## config.mk

```make
export PLATFORM = sky130hd
export DESIGN_NAME = rat_arbiter
export DESIGN_NICKNAME = d
export VERILOG_FILES = /design/src/rtl/rat_pkg.sv /design/src/rtl/rat_rr_pick.sv /design/src/rtl/rat_arbiter.sv
export SDC_FILE = /design/constraint.sdc
export NUM_CORES = 1
export LEC_CHECK = 0
export BUFFER_PORTS_ARGS = -buffer_cell sky130_fd_sc_hd__buf_2
export CAP_MARGIN = 30
export CORE_AREA = 2 2 307 309
export DETAILED_ROUTE_END_ITERATION = 8
export DIE_AREA = 0 0 309 311
export PLACE_DENSITY_LB_ADDON = 0.1
export SYNTH_ARGS = -nofsm -noshare
export SYNTH_HDL_FRONTEND = slang
export SYNTH_HIERARCHICAL = 1
export SYNTH_SLANG_ARGS = --single-unit
```

## constraint.sdc

```tcl
create_clock -name clk -period 2.5 [get_ports clk]
set_input_delay 0.5 -clock clk [delete_from_list [all_inputs] [get_ports clk]]
set_output_delay 0.5 -clock clk [all_outputs]
set_load 0.03 [all_outputs]
```

## src/rtl/rat_pkg.sv

```systemverilog
// Shared definitions for the rational-unit arbiter: operation encodings and FSM states.
package rat_pkg;

  localparam logic RAT_ADD = 1'b0;
  localparam logic RAT_SUB = 1'b1;

  typedef enum logic [1:0] {
    IDLE  = 2'd0,
    ISSUE = 2'd1,
    WAIT  = 2'd2,
    RESP  = 2'd3
  } rat_state_e;

endpackage

```

## src/rtl/rat_rr_pick.sv

```systemverilog
// Round-robin picker: scans upward from the slot after last_i, wrapping around,
// and reports the first active requester as a one-hot grant and an index.
module rat_rr_pick #(
  parameter  int NREQ = 4,
  localparam int IDW  = $clog2(NREQ)
) (
  input  logic [NREQ-1:0] req_i,
  input  logic [IDW-1:0]  last_i,
  output logic [NREQ-1:0] gnt_o,
  output logic [IDW-1:0]  idx_o,
  output logic            any_o
);

  logic [IDW-1:0] cand;

  always_comb begin
    gnt_o = '0;
    idx_o = '0;
    any_o = 1'b0;
    cand  = '0;
    for (int i = 1; i <= NREQ; i++) begin
      cand = IDW'((int'(last_i) + i) % NREQ);
      if (!any_o && req_i[cand]) begin
        gnt_o[cand] = 1'b1;
        idx_o       = cand;
        any_o       = 1'b1;
      end
    end
  end

endmodule

```

## src/rtl/rat_arbiter.sv

```systemverilog
// Round-robin arbiter sharing one rational add/sub unit among NREQ requesters.
// Build option: define RAT_ARB_ZERO_DEN_CHK_EN to answer zero-denominator requests with resp_err.
module rat_arbiter
  import rat_pkg::*;
#(
  parameter  int WIDTH = 32,
  parameter  int NREQ  = 4,
  localparam int IDW   = $clog2(NREQ)
) (
  input  logic                  clk,
  input  logic                  rst,
  input  logic [NREQ-1:0]       req_valid,
  output logic [NREQ-1:0]       req_ready,
  input  logic [NREQ-1:0]       req_op,
  input  logic [NREQ*WIDTH-1:0] req_l_num,
  input  logic [NREQ*WIDTH-1:0] req_l_den,
  input  logic [NREQ*WIDTH-1:0] req_r_num,
  input  logic [NREQ*WIDTH-1:0] req_r_den,
  output logic                  u_start,
  output logic                  u_op,
  output logic [WIDTH-1:0]      u_l_num,
  output logic [WIDTH-1:0]      u_l_den,
  output logic [WIDTH-1:0]      u_r_num,
  output logic [WIDTH-1:0]      u_r_den,
  input  logic                  u_rdy,
  input  logic [WIDTH-1:0]      u_s_num,
  input  logic [WIDTH-1:0]      u_s_den,
  output logic                  resp_valid,
  input  logic                  resp_ready,
  output logic [IDW-1:0]        resp_id,
  output logic [WIDTH-1:0]      resp_num,
  output logic [WIDTH-1:0]      resp_den,
  output logic                  resp_err
);

  rat_state_e       state_q;
  logic [IDW-1:0]   lastGrant_q;
  logic             u_start_q;
  logic             u_op_q;
  logic [WIDTH-1:0] u_l_num_q;
  logic [WIDTH-1:0] u_l_den_q;
  logic [WIDTH-1:0] u_r_num_q;
  logic [WIDTH-1:0] u_r_den_q;
  logic             resp_valid_q;
  logic [IDW-1:0]   resp_id_q;
  logic [WIDTH-1:0] resp_num_q;
  logic [WIDTH-1:0] resp_den_q;

  logic [NREQ-1:0]  pickGnt;
  logic [IDW-1:0]   pickIdx;
  logic             pickAny;
  logic             grantFire;
  logic             zeroDen;

  logic             selOp;
  logic [WIDTH-1:0] selLNum;
  logic [WIDTH-1:0] selLDen;
  logic [WIDTH-1:0] selRNum;
  logic [WIDTH-1:0] selRDen;

  rat_rr_pick #(
    .NREQ (NREQ)
  ) u_pick (
    .req_i  (req_valid),
    .last_i (lastGrant_q),
    .gnt_o  (pickGnt),
    .idx_o  (pickIdx),
    .any_o  (pickAny)
  );

  // Gating with rst keeps req_ready low while reset holds the FSM in IDLE.
  assign grantFire = (state_q == IDLE) && pickAny && rst;
  assign req_ready = grantFire ? pickGnt : '0;

  always_comb begin
    selOp   = RAT_ADD;
    selLNum = '0;
    selLDen = '0;
    selRNum = '0;
    selRDen = '0;
    for (int k = 0; k < NREQ; k++) begin
      if (pickIdx == IDW'(k)) begin
        selOp   = req_op[k];
        selLNum = req_l_num[k*WIDTH +: WIDTH];
        selLDen = req_l_den[k*WIDTH +: WIDTH];
        selRNum = req_r_num[k*WIDTH +: WIDTH];
        selRDen = req_r_den[k*WIDTH +: WIDTH];
      end
    end
  end

`ifdef RAT_ARB_ZERO_DEN_CHK_EN
  logic resp_err_q;
  assign zeroDen  = (selLDen == '0) || (selRDen == '0);
  assign resp_err = resp_err_q;
`else
  assign zeroDen  = 1'b0;
  assign resp_err = 1'b0;
`endif

  // u_start is raised on entry to ISSUE and dropped by the default on the next edge.
  always_ff @(posedge clk or negedge rst) begin
    if (!rst) begin
      state_q      <= IDLE;
      lastGrant_q  <= IDW'(NREQ - 1);
      u_start_q    <= 1'b0;
      u_op_q       <= RAT_ADD;
      u_l_num_q    <= '0;
      u_l_den_q    <= '0;
      u_r_num_q    <= '0;
      u_r_den_q    <= '0;
      resp_valid_q <= 1'b0;
      resp_id_q    <= '0;
      resp_num_q   <= '0;
      resp_den_q   <= '0;
`ifdef RAT_ARB_ZERO_DEN_CHK_EN
      resp_err_q   <= 1'b0;
`endif
    end else begin
      u_start_q <= 1'b0;
      unique case (state_q)
        IDLE: begin
          if (grantFire) begin
            lastGrant_q <= pickIdx;
            resp_id_q   <= pickIdx;
            u_op_q      <= selOp;
            u_l_num_q   <= selLNum;
            u_l_den_q   <= selLDen;
            u_r_num_q   <= selRNum;
            u_r_den_q   <= selRDen;
            if (zeroDen) begin
              state_q      <= RESP;
              resp_valid_q <= 1'b1;
              resp_num_q   <= '0;
              resp_den_q   <= '0;
`ifdef RAT_ARB_ZERO_DEN_CHK_EN
              resp_err_q   <= 1'b1;
`endif
            end else begin
              state_q   <= ISSUE;
              u_start_q <= 1'b1;
            end
          end
        end
        ISSUE: begin
          state_q <= WAIT;
        end
        WAIT: begin
          if (u_rdy) begin
            state_q      <= RESP;
            resp_valid_q <= 1'b1;
            resp_num_q   <= u_s_num;
            resp_den_q   <= u_s_den;
`ifdef RAT_ARB_ZERO_DEN_CHK_EN
            resp_err_q   <= 1'b0;
`endif
          end
        end
        RESP: begin
          if (resp_ready) begin
            state_q      <= IDLE;
            resp_valid_q <= 1'b0;
`ifdef RAT_ARB_ZERO_DEN_CHK_EN
            resp_err_q   <= 1'b0;
`endif
          end
        end
        default: begin
          state_q <= IDLE;
        end
      endcase
    end
  end

  assign u_start    = u_start_q;
  assign u_op       = u_op_q;
  assign u_l_num    = u_l_num_q;
  assign u_l_den    = u_l_den_q;
  assign u_r_num    = u_r_num_q;
  assign u_r_den    = u_r_den_q;
  assign resp_valid = resp_valid_q;
  assign resp_id    = resp_id_q;
  assign resp_num   = resp_num_q;
  assign resp_den   = resp_den_q;

endmodule

```

### After elaboration in Yosys (flattened, before gate mapping)

Index checks and enable logic that the tools add are counted.
W data, S select, Z words.

| word-level totals | value |
|---|---|
| bits in registers | 201 |
| output and inout port bits | 202 |
| logic and storage cells | 113 |

| cells by class | value |
|---|---|
| $add $sub $neg | 4 |
| multiplexer cells | 58 |
| eq/ne operators | 9 |
| bitwise gates (word level) | 3 |
| $lt $le $gt $ge | 8 |
| reduce and logical (&&, ||, !) cells | 19 |

Operators with widths:

| kind | count |
|---|---|
| $mux W32 | 16 |
| $mux W1 | 20 |
| $mux W4 | 5 |
| $mux W2 | 7 |
| $lt A2 B3 Y1 const B | 4 |
| $or A4 B4 Y4 | 3 |
| $logic_and A1 B1 Y1 | 9 |
| $bmux W1 S2 | 4 |
| $demux W1 S2 | 4 |
| $eq A2 B2 Y1 const B | 4 |
| $ge A2 B1 Y1 const B | 4 |
| $pmux W2 S4 | 1 |
| $ne A2 B2 Y1 const B | 3 |
| $reduce_and A3 Y1 | 2 |
| $add A2 B1 Y2 const B | 2 |
| $add A2 B2 Y2 const B | 2 |
| $eq A2 B1 Y1 const B | 2 |
| $logic_not A2 Y1 | 2 |
| $reduce_and A2 Y1 | 2 |
| $logic_not A1 Y1 | 3 |
| $pmux W1 S2 | 1 |
| $reduce_bool A2 Y1 | 1 |

### Depth between registers and ports, before layout

Gate-level depths: netlist (run 1).

| depth | value |
|---|---|
| word-level depth | 18 |
| mapped depth | 13 |

### Modules after synthesis

Netlist (run 1), hierarchy kept.

Modules (own cells, without submodules):

| module | area each (um^2) | times used | cells an instance | seq. area each (um^2) |
|---|---|---|---|---|
| rat_arbiter | 10846.7 | 1 | 895 | 5032.3 |
| rat_rr_pick | 525.5 | 1 | 68 | 0.0 |

### Worst setup path after synthesis (run 1)

No wires, ideal clock.

| path | value |
|---|---|
| kind | flip-flop to flip-flop |
| start | reg lastGrant_q[0] |
| end | reg u_r_den_q[10] (netlist: u_r_den[10]) |
| data required time | 2360 ps |
| setup slack | -115 ps |
| path buffers | 5 |
| arrival | 2475 ps |
| cell stages (with the launch flop) | 14 |
| period minus slack after synthesis | 2615 ps |
| path through | dfstp_2 buf_4 inv_2 ha_1 buf_6 a21oi_2 nor3_1 nor2_2 o31a_1 buf_2 buf_4 buf_2 mux2i_1 o221ai_2 |

| between the ends | value |
|---|---|
| cells in the longest elaborated chain, start to end | 18 |
| elaborated cells on any way between the ends | 37 |

Ends and longest elaborated chain:

| what | RTL line | text |
|---|---|---|
| start, declared | rat_arbiter.sv:37 | `logic [IDW-1:0] lastGrant_q;` |
| start signal, assigned | rat_arbiter.sv:105 | `lastGrant_q <= IDW'(NREQ - 1);` |
| start signal, assigned | rat_arbiter.sv:124 | `lastGrant_q <= pickIdx;` |
| $add A2 B1 Y2 | rat_rr_pick.sv:22 | `cand = IDW'((int'(last_i) + i) % NREQ);` |
| $bmux W1 S2 | rat_rr_pick.sv:23 | `if (!any_o && req_i[cand]) begin` |
| $mux W1 (not written as such) | rat_rr_pick.sv:23 |  |
| $mux W1 | rat_rr_pick.sv:23 |  |
| $logic_not A1 Y1 | rat_rr_pick.sv:23 |  |
| $logic_and A1 B1 Y1 | rat_rr_pick.sv:23 |  |
| $mux W1 | rat_rr_pick.sv:23 |  |
| $logic_not A1 Y1 | rat_rr_pick.sv:23 |  |
| $logic_and A1 B1 Y1 | rat_rr_pick.sv:23 |  |
| $mux W1 | rat_rr_pick.sv:23 |  |
| $logic_not A1 Y1 | rat_rr_pick.sv:23 |  |
| $logic_and A1 B1 Y1 | rat_rr_pick.sv:23 |  |
| $mux W2 (*) | rat_rr_pick.sv:23 |  |
| named net pickIdx[0] | rat_arbiter.sv:50 | `logic [IDW-1:0] pickIdx;` |
| $logic_not A2 Y1 | rat_arbiter.sv:82 | `if (pickIdx == IDW'(k)) begin` |
| $mux W32 (3 in a row) | rat_arbiter.sv:82 |  |
| $mux W32 (*) | rat_arbiter.sv:82 |  |
| end signal, assigned | rat_arbiter.sv:130 | `u_r_den_q <= selRDen;` |
| end, declared | rat_arbiter.sv:43 | `logic [WIDTH-1:0] u_r_den_q;` |

The timed path passes the listed nets; every way through them passes the cells marked *. The select of a mux whose other input is x is not followed.
A chain may end at the register's enable or synchronous reset.

### Final worst setup path (run 1)

| path | value |
|---|---|
| start | reg lastGrant_q[0] |
| end | out req_ready[0] |

| between the ends | value |
|---|---|
| elaborated cells on any way between the ends | 52 |

RTL lines:

| what | RTL line | text |
|---|---|---|
| parallel branches: the longest is 12 deep, another holds $lt A2 B3 Y1 | -- |  |
| $mux W4 (*) | rat_rr_pick.sv:23 |  |
| named net pickGnt[0] | rat_arbiter.sv:49 | `logic [NREQ-1:0] pickGnt;` |
| $mux W4 (*) | rat_arbiter.sv:73 | `assign req_ready = grantFire ? pickGnt : '0;` |
| end, declared | rat_arbiter.sv:13 | `output logic [NREQ-1:0] req_ready,` |

Mark *: on every way through the listed nets, which the timed path passes. The select of a mux whose other input is x is not followed.

==> summary.md, run 1 <==
| Metric | Value |
|---|---|
| Status | `finished with violations` |
| Failing checks | `negative setup slack` |
| DRC viols | `0` |
| Leakage power | `10.3 nW` |
| Critical Path Sink Type | `primary output` |
| Vias | `11.8k` |
| Required @ worst endpoint | `2.00 ns` |
| Synth cell types | `46` |
| Clk buf depth | `3` |
| GRT Residual Overflow | `0` |
| Vias/cell | `3.73` |
| Clock-pin transition on the worst setup and hold timing paths | `0.06 ns` |
| Hold path depth | `2` |
| # clock sinks | `201` |
| DP Area | `0.0175 mm2` |
| Avg WL per Cell | `20.1 um` |
| Num rows | `112` |
| Period utilisation layout | `125%` |
| Cell taking the most area after synthesis | `dfrtp_1` |
| Critical path class | `reg -> out` |
| Crit-path cells | `buf_6 > inv_8 > ha_4 > mux2i_4 > o21ai_1 > a221o_1 > and2_4 > buf_6` |
| Die Wd | `309 um` |
| Worst skew pair latency | `0.59 ns` |
| Reg-to-reg endpoint | `u_r_num[5]$_DFFE_PN0P_` |
| Non-Filler Instances | `3160` |
| Starting Density | `12.3%` |
| Avg Inst Size Synth | `11.8 um2` |
| Yosys top cell area share | `43.8%` |
| Post-layout util | `24.0%` |
| Placed Cells | `3033` |
| FF+latch count, synth | `201` |
| Setup violators final | `136` |
| Crit-path slowest cell | `dfstp_2` |
| Max cap viols | `0` |
| Sum of negative setup slack | `-38.79 ns` |
| Yosys warnings | `6` |
| Fillers | `9997` |
| Hold Vio Cnt, Final | `0` |
| Seq/Total Area, Yosys | `44.3%` |
| CTS tree | `built` |
| Worst rel slew slack | `46.5%` |
| Synth area leaders | `dfrtp_1 (44%), mux2i_1 (23%), o221ai_1 (7.0%)` |
| Worst R2R Setup Slack | `-0.37 ns` |
| Max incr delay on CP | `0.55 ns` |
| Die area | `0.0961 mm2` |
| Max Clock Freq | `0.320 GHz` |
| Initial drt markers | `413` |
| Placer congestion estimate | `0.776` |
| Hpwl dp | `44800 um` |
| Global-route usage over all layers | `12.4%` |
| Worst VDD drop | `0.637 mV` |
| WL final | `63500 um` |
| Most frequent CP cell | `buf_6` |
| Vias in the first global route | `13.0k` |
| Height of the die | `311 um` |
| Slew Viols, Final | `0` |
| Core box area | `0.0928 mm2` |
| Cell Pwr Density | `1490 mW/mm2` |
| Initial antenna violation count | `16` |
| Area Overhead vs Synth | `95.7%` |
| CP max FO | `8` |
| Minimum clock period | `3.12 ns` |
| Syn Nets | `1563` |
| Syn Inst Count | `963` |
| I/O pins | `790` |
| Port Buffers | `788` |
| RSZ-0062 raised after global routing | `true` |
| CTS buffer count | `29` |
| NumNets Final | `2481` |
| First-pass GRT wire length | `87900 um` |
| Hold Crit Class | `in -> reg` |
| Clk_skew | `0.0174 ns` |
| Actual slew at the worst max-slew pin | `0.803 ns` |
| Worst r2r src | `lastGrant_q[0]$_DFFE_PN1P_` |
| Share of cells above drive strength 1 | `71.3%` |
| Number of iterations in the first detailed-routing pass | `4` |
| Reg2Reg Depth | `15` |
| Critical path launch point type | `register` |
| Critical Path Sink | `req_ready[0]` |
| Crit path DAT | `2.62 ns` |
| Mapped Area | `0.0114 mm2` |
| Final worst slack | `-0.624 ns` |
| Antenna Nets Post-Route | `0` |
| Largest net degree at the start of global routing | `113` |
| Clk root buf | `clkbuf_16` |
| H-tree depth | `1` |
| Post-route cell area | `0.0223 mm2` |
| Worst setup startpoint | `lastGrant_q[0]$_DFFE_PN1P_` |
-- routing by layer --
layer	vias up	share of wire (%)	global-route usage, %
li1	5513	-	-
met1	5660	37	13.5
met2	537	53	23.3
met3	75	8.5	3.74
met4	12	1.8	2.35
met5	-	0.13	0
-- sequential cells by signal, summed over array words and instances, names as in the netlist --
| register | count |
|---|---|
| resp_den | 32 |
| resp_num | 32 |
| u_l_den | 32 |
| u_l_num | 32 |
| u_r_den | 32 |
| u_r_num | 32 |
| lastGrant_q | 2 |
| resp_id | 2 |
| state_q | 2 |
| resp_valid | 1 |
| u_op | 1 |
| u_start | 1 |
-- stage by stage --
stage	total power, mW	worst slack, ns	hold slack [ns]
finish	33.2	-0.624	0.139
global route	35.0	-0.756	0.0871
CTS	31.1	-0.657	0.0951
detailed placement	21.3	-0.352	0.322
global placement	21.3	-0.353	0.322
floorplan	16.1	-0.0469	0.204
-- cell families after synthesis --
family	Yosys count	share of synthesized area [%]
AND/OR/NAND/NOR	174	6.13
other	1	0.0330
buffers and inverters	91	4.50
adder cells (fa/ha/maj)	12	1.32
flip-flops	201	44.3
AO/OA/AOI/OAI	156	14.0
multiplexers	328	29.8
-- area by class of cell --
cell class | count | area (um2) | area share [%]
multi-input cells | 671 | 7820 | 35.2
repair buffers | 969 | 6790 | 30.5
flip-flops and latches | 201 | 5030 | 22.6
well taps | 1254 | 1570 | 7.05
clock buffers | 36 | 792 | 3.56
clock inverters | 17 | 193 | 0.866
inverters | 9 | 41.3 | 0.186
diodes | 3 | 7.51 | 0.0337
-- power breakdown --
| part | switching [mW] | internal, mW |
|---|---|---|
| combinational | 11.7 | 11.4 |
| sequential | 0.859 | 4.85 |
| clock | 1.74 | 2.64 |
-- layout by cell type, fill, tap and decap left out, types with 6 or more instances in the layout --
cell type    n
buf_12      53
buf_16      25
buf_2      783
buf_4       59
buf_6       26
buf_8       17
clkbuf_16   34
clkinv_2    10
dfrtp_1    199
ha_1        11
inv_1        7
mux2_2      65
mux2i_1     98
mux2i_2     51
mux2i_4    113
nand2_1    150
nor2_1       6
o221ai_1    44
o221ai_2    84
-- timing repair --
action / in CTS / in global routing
pin swaps: 26 / 66
setup buffers: 43 / 12
hold buffers: 1 / 0
resized for setup: 301 / 215
cloned: 20 / 5
endpoints found under the hold margin: 2 / 0
endpoints found under the setup margin: 133 / 136
-- cell usage after synthesis (all sizes together) --
library cell	count
buf	63
clkbuf	19
a31oi	1
mux2	65
ha	12
a21oi	3
a22o	1
nand4b	1
a21boi	2
and2	4
nand3	2
nor3	1
mux2i	262
a221o	4
a211oi	2
inv	9
o221ai	129
mux4	1
a222oi	1
o22a	1
conb	1
nand2b	2
nand2	154
dfstp	2
nor2	7
or3b	1
o31a	1
a221oi	2
nor4	1
nor2b	1
dfrtp	199
o21ai	8
o22ai	1
-- worst min-delay path by stage --
stage / startpoint / endpoint / slack, ns
2_1_floorplan: rst / resp_den[0]$_DFFE_PN0P_ / 0.20
3_3_place_gp: rst / u_start$_DFF_PN0_ / 0.32
3_5_place_dp: rst / u_start$_DFF_PN0_ / 0.32
4_1_cts: u_s_den[10] / resp_den[10]$_DFFE_PN0P_ / 0.1
5_1_grt: u_s_den[16] / resp_den[16]$_DFFE_PN0P_ / 0.09
6_report: u_s_den[10] / resp_den[10]$_DFFE_PN0P_ / 0.14
-- critical path: cells and delay by family (launching register included) --
kind | cells | cell delay, ns
AO/OA/AOI/OAI | 2 | 0.37
AND/OR/NAND/NOR | 1 | 0.14
flip-flops | 1 | 0.55
multiplexers | 1 | 0.37
buffers and inverters | 3 | 0.30
adder cells (fa/ha/maj) | 1 | 0.29
Power figures use the tool's default switching activity.
==> inputs of run 2 (changes only) <==
- ABC_AREA: not set -> 1
- CORE_AREA: 2 2 307 309 -> 2 2 311 313
- DIE_AREA: 0 0 309 311 -> 0 0 313 315
==> run 2 against run 1 <==
  * Setup slack better by 0.21 ns
  * Clock skew is 0.0081 ns lower
  * Largest cell class unchanged
  * Hold slack worse by 0.040 ns
  * Non-clock buffer count is 8 higher
  * Global-route usage is 1.6 points higher
  * The flow still finishes with violations (negative setup slack)
  * Routed wire length is 21% higher
  * Critical path type unchanged
  * Largest power group unchanged
  * Critical endpoint unchanged
==> summary.md, run 2 <==
| Metric | Value |
|---|---|
| Status | `finished with violations` |
| Failing checks | `negative setup slack` |
| Met2 WL | `39500 um` |
| Worst R2R Setup Slack | `-0.12 ns` |
| Synth cell types | `29` |
| Syn Inst Count | `1807` |
| Minimum clock period | `2.92 ns` |
| Fillers | `10.9k` |
| Setup violators final | `126` |
| Sum of negative setup slack | `-7.45 ns` |
| Max cap viols | `0` |
| Routed met3 length | `4100 um` |
| Critical path launch point type | `register` |
| Leakage power | `11.4 nW` |
| Most frequent cells in the layout | `buf_2 (783), nand2_1 (678), nand3_1 (209), dfrtp_1 (199), nor2_1 (162)` |
| Syn Nets | `2407` |
| Antenna Nets Post-Route | `0` |
| Avg Inst Size Synth | `6.66 um2` |
| Critical Path Sink Type | `primary output` |
| CP max FO | `4` |
| # clock sinks | `201` |
| Worst r2r src | `lastGrant_q[0]$_DFFE_PN1P_` |
| Hold Vio Cnt, Final | `0` |
| Num rows | `114` |
| Post-layout util | `22.5%` |
| Required @ worst endpoint | `2.00 ns` |
| Port Buffers | `788` |
| Vias/cell | `3.91` |
| Hold-critical path endpoint | `resp_den[17]$_DFFE_PN0P_` |
| I/O pins | `790` |
| RSZ-0062 raised after global routing | `true` |
| Initial antenna violation count | `13` |
| Synth top cells by count | `nand2_1 (744), nand3_1 (274), nor2_1 (265)` |
| NumNets Final | `3289` |
| Seq/Total Area, Yosys | `41.8%` |
| EDFF count, synth | `0` |
| Yosys warnings | `6` |
| Crit path DAT | `2.42 ns` |
| Clk buf depth | `3` |
| Cell Pwr Density | `1960 mW/mm2` |
| Number of iterations in the first detailed-routing pass | `7` |
| Die area | `0.0986 mm2` |
| CTS buffer count | `30` |
| Initial drt markers | `661` |
| Hold Crit Class | `in -> reg` |
| Reg-to-reg endpoint | `u_r_den[0]$_DFFE_PN0P_` |
| CTS tree | `built` |
| Mapped Area | `0.0120 mm2` |
| Vias | `15.6k` |
| Yosys top cell area share | `41.4%` |
| Actual slew at the worst max-slew pin | `0.733 ns` |
| First-pass GRT wire length | `104000 um` |
| Met1 Routed Length | `31100 um` |
| Placed Cells | `3867` |
| Uppermost layer routed | `met5` |
| Primary FF master, synth | `dfrtp_1` |
| WL final | `76800 um` |
| Post-synth ARST share | `100%` |
| Count leader, synth | `nand2_1` |
| Reg2Reg Depth | `18` |
| Starting Density | `12.6%` |
| Core box area | `0.0957 mm2` |
| Non-Filler Instances | `3990` |
| Clk_skew | `0.00932 ns` |
| Worst skew pair latency | `0.59 ns` |
| DRC viols | `0` |
| WHS | `0.0995 ns` |
| GRT Residual Overflow | `0` |
| Worst VDD drop | `0.800 mV` |
| Placer congestion estimate | `0.952` |
| Worst rel slew slack | `51.1%` |
| Clock-pin transition on the worst setup and hold timing paths | `0.06 ns` |
| H-tree depth | `1` |
| Hold Path Origin | `u_s_den[17]` |
| FF+latch count, synth | `201` |
| Final worst slack | `-0.417 ns` |
| Cell taking the most area after synthesis | `dfrtp_1` |
| Die Wd | `313 um` |
| Vias in the first global route | `16.0k` |
| Avg WL per Cell | `19.2 um` |
| Period utilisation layout | `117%` |
| Slew Viols, Final | `0` |
| Commonest non-fill, non-tap cell in the layout | `buf_2` |
| Hpwl dp | `56700 um` |
| Max Clock Freq | `0.343 GHz` |
| Critical path class | `reg -> out` |
| Area Overhead vs Synth | `79.1%` |
| Global-route usage over all layers | `14.0%` |
| Height of the die | `315 um` |
| Setup slack after placement | `-0.226 ns` |
| Hold path depth | `3` |
| Largest net degree at the start of global routing | `110` |
| Clk root buf | `clkbuf_16` |
| Synth area leaders | `dfrtp_1 (41%), nand2_1 (23%), nand3_1 (11%)` |
| Share of cells above drive strength 1 | `47.4%` |
-- run 2: timing repair --
item | in CTS | in global routing
hold endpoints to repair | 3 | 0
pin swaps | 11 | 61
hold buffers | 1 | 0
resized for setup | 72 | 325
setup endpoints to repair | 135 | 140
gates cloned | 10 | 23
buffers inserted | 21 | 18
-- run 2: metrics by stage --
stage               total power [mW]  instance area [um2]
floorplan                       20.8                12000
global placement                31.0                18100
detailed placement              31.0                18100
CTS                             37.6                19800
global route                    45.5                21500
finish                          42.3                21500
-- run 2: final cells by class --
cell class	count	area (um2)	share of cell area, %
Antenna cell	5	12.5	0.0581
Tap cell	1276	1600	7.41
Multi-Input combinational cell	1457	7170	33.3
Sequential cell	201	5030	23.4
Timing Repair Buffer	977	6700	31.1
Clock buffer	45	898	4.17
Inverter	22	95.1	0.441
Clock inverter	7	35.0	0.163
-- run 2: logic make-up (layout without fill, tap and decap cells) --
kind of cell	count (synthesis)	count (layout)	share of synthesized area, %
AO/OA/AOI/OAI	140	140	5.95
adder cells (fa/ha/maj)	12	12	1.25
buffers and inverters	149	1051	6.72
flip-flops	201	201	41.8
other	1	6	0.0312
AND/OR/NAND/NOR	1304	1304	44.2
-- run 2: metal layers --
metal	up-vias	track usage [%]
li1	7549	-
met1	7410	16.3
met2	545	26.0
met3	100	2.76
met4	12	3.53
met5	-	0
-- run 2: power by group --
group          switching (mW)  internal (mW)
logic                    19.5           13.0
clock network            1.70           2.44
registers               0.834           4.81
-- run 2: critical path, cell delays in order, from the launching register on --
cell	delay, ns
dfstp_2	0.54
inv_2	0.05
ha_4	0.30
inv_4	0.05
nand2_4	0.08
nand2_4	0.06
inv_2	0.05
buf_4	0.11
buf_6	0.11
nand3_1	0.08
nand3_1	0.10
inv_1	0.04
nor2_1	0.08
buf_4	0.17
-- run 2: worst max-delay path by stage --
stage | startpoint | end
after floorplan | lastGrant_q[0]$_DFFE_PN1P_ | u_l_den[10]$_DFFE_PN0P_
after global placement | lastGrant_q[0]$_DFFE_PN1P_ | state_q[1]$_DFFE_PN0P_
after detailed placement | lastGrant_q[0]$_DFFE_PN1P_ | state_q[1]$_DFFE_PN0P_
after CTS | lastGrant_q[0]$_DFFE_PN1P_ | req_ready[0]
after global routing | lastGrant_q[0]$_DFFE_PN1P_ | req_ready[2]
final | lastGrant_q[0]$_DFFE_PN1P_ | req_ready[0]
==> inputs of run 3 (changes only) <==
- CELL_PAD_IN_SITES_DETAIL_PLACEMENT: not set -> 1
- CELL_PAD_IN_SITES_GLOBAL_PLACEMENT: not set -> 1
- CORE_AREA: 2 2 311 313 -> 10 10 298 300
- DIE_AREA: 0 0 313 315 -> 0 0 308 310
==> run 3 against run 2 <==
  * Combinational power rose by 19%
  * Clock skew rose by 0.021 ns
  * Fmax rose by 2.9%
  * The flow finishes with violations (negative hold slack, negative setup slack)
  * Global-route usage rose by 4.0 points
  * Non-clock buffer count rose by 7
  * Sequential share of layout area fell by 0.54 points
==> summary.md, run 3 (synthesized netlist as in run 2, its figures left out) <==
| Metric | Value |
|---|---|
| Hpwl dp | `65700 um` |
| Vias in the first global route | `17.6k` |
| H-tree depth | `1` |
| CTS tree | `built` |
| DP Area | `0.0178 mm2` |
| CTS hold repair buffers | `0` |
| DRC viols | `0` |
| Worst path bufs/invs | `5` |
| Most frequent cells in the layout | `buf_2 (783), nand2_1 (711), nor2_1 (206), dfrtp_1 (199), nand3_1 (183)` |
| Port Buffers | `788` |
| Max Clock Freq | `0.353 GHz` |
| Post-route cell area | `0.0221 mm2` |
| Worst skew pair latency | `0.59 ns` |
| Worst VDD drop | `0.933 mV` |
| Routed met3 length | `6430 um` |
| CTS buffer count | `31` |
| Period utilisation layout | `113%` |
| Clock-pin transition on the worst setup and hold timing paths | `0.05 ns` |
| Final worst slack | `-0.334 ns` |
| Commonest non-fill, non-tap cell in the layout | `buf_2` |
| First-pass GRT wire length | `127000 um` |
| RSZ-0062 raised after global routing | `true` |
| WHS | `-0.00559 ns` |
| Crit-path slowest cell | `dfstp_2` |
| Crit path DAT | `2.33 ns` |
| Vias/cell | `4.19` |
| Failing checks | `negative hold slack, negative setup slack` |
| Required @ worst endpoint | `2.00 ns` |
| CP max FO | `4` |
| Critical Path Sink Type | `primary output` |
| Post-layout util | `26.6%` |
| Hold Vio Cnt, Final | `1` |
| NumNets Final | `3297` |
| Worst rel slew slack | `49.1%` |
| Share of cells above drive strength 1 | `47.3%` |
| Die Wd | `308 um` |
| Global-route usage over all layers | `18.0%` |
| Largest net degree at the start of global routing | `104` |
| Setup violators final | `133` |
| Critical path class | `reg -> out` |
| Max incr delay on CP | `0.54 ns` |
| Placer congestion estimate | `0.784` |
| Starting Density | `14.5%` |
| Number of iterations in the first detailed-routing pass | `4` |
| Actual slew at the worst max-slew pin | `0.764 ns` |
| Slew Viols, Final | `0` |
| Leakage power | `11.8 nW` |
| Crit-path cells | `inv_2 > ha_4 > inv_4 > nand2_2 > nand2_4 > nor2_8 > buf_6 > nand3_2 > nand3_2 > inv_2 > nor2_4 > buf_6` |
| Setup slack after placement | `-0.234 ns` |
| Clk buf depth | `3` |
| Initial drt markers | `710` |
| Height of the die | `310 um` |
| Critical path launch point type | `register` |
| Initial antenna violation count | `32` |
| Uppermost layer routed | `met5` |
| Antenna Nets Post-Route | `0` |
| Met1 Routed Length | `35500 um` |
| Cell Pwr Density | `2230 mW/mm2` |
| Max cap viols | `0` |
| Worst R2R Setup Slack | `-0.23 ns` |
| Clk_skew | `0.0301 ns` |
| WL final | `90700 um` |
| Clk root buf | `clkbuf_16` |
| Cell family with most CP delay | `flip-flops` |
| Core box area | `0.0829 mm2` |
| Status | `finished with violations` |
| Vias | `16.0k` |
| Die area | `0.0955 mm2` |
| Met2 WL | `46700 um` |
| Minimum clock period | `2.83 ns` |
| Num rows | `106` |
| Area Overhead vs Synth | `83.3%` |
| Hold Crit Class | `in -> async` |
| GRT Residual Overflow | `0` |
| Sum of negative setup slack | `-22.61 ns` |
| Avg WL per Cell | `23.8 um` |
| I/O pins | `790` |
| # clock sinks | `201` |
[run 3: cell count changes in the layout (fill, tap and decap cells not counted), sizes merged, moves of 2 or more]
| cell | previous run | this run |
|---|---|---|
| buf | 953 | 977 |
| bufbuf | 1 | 3 |
| bufinv | 0 | 6 |
| clkbuf | 67 | 49 |
| clkinv | 7 | 4 |
| diode | 5 | 14 |
[run 3: layout make-up]
cell class | instances | area (um2)
clock buffers | 45 | 938
well taps | 1080 | 1350
fillers | 10106 | 60800
flip-flops and latches | 201 | 5030
inverters | 22 | 111
diodes | 14 | 35.0
repair buffers | 984 | 7110
clock inverters | 12 | 216
multi-input cells | 1457 | 7260
[run 3: path summary, 6_finish.rpt]
check,to,from,depth (start not counted)
max,req_ready[1],lastGrant_q[0]$_DFFE_PN1P_,12
max in group asynchronous,resp_num[5]$_DFFE_PN0P_,rst,2
min in group clk,resp_den[25]$_DFFE_PN0P_,u_s_den[25],3
min,u_l_num[7]$_DFFE_PN0P_,rst,2
max reg2reg,u_r_den[25]$_DFFE_PN0P_,lastGrant_q[0]$_DFFE_PN1P_,17
min reg2reg,u_r_den[21]$_DFFE_PN0P_,u_r_den[21]$_DFFE_PN0P_,2
[run 3: report_power, final]
part / switching [mW] / internal, mW / leakage (nW)
registers: 0.816 / 4.81 / 2.52
clock network: 1.75 / 3.19 / 0.570
logic: 22.4 / 16.3 / 8.67
total: 24.9 / 24.3 / 11.8
[run 3: metal layers]
metal / up-vias / track usage (%)
li1: 7591 / -
met1: 7772 / 20.3
met2: 492 / 33.1
met3: 106 / 5.36
met4: 30 / 3.56
met5: - / 0
[run 3: through the flow]
stage,total power [mW],instances
6_report,49.3,3815
2_1_floorplan,20.8,1807
4_1_cts,49.0,3791
3_3_place_gp,31.4,3642
5_1_grt,52.9,3807
3_5_place_dp,31.7,3642
[run 3: worst register-to-register path, stage by stage (launching register included)]
cell and delay, ns:
dfstp_2 0.54, inv_2 0.06, ha_4 0.30, nand3_1 0.13
nand2_4 0.12, nor2_8 0.04, buf_4 0.13, nand3_1 0.11
nand3_4 0.14, buf_4 0.18, nor2_4 0.16, buf_12 0.16
buf_4 0.14, buf_16 0.13, nand2_1 0.12, nand3_1 0.13
nand2_1 0.06, nand2_1 0.06
[run 3: timing repair]
item	CTS	global route
setup endpoints to repair	131	136
pin swaps	83	28
gates cloned	38	4
setup buffers	55	11
gates resized for setup	363	97
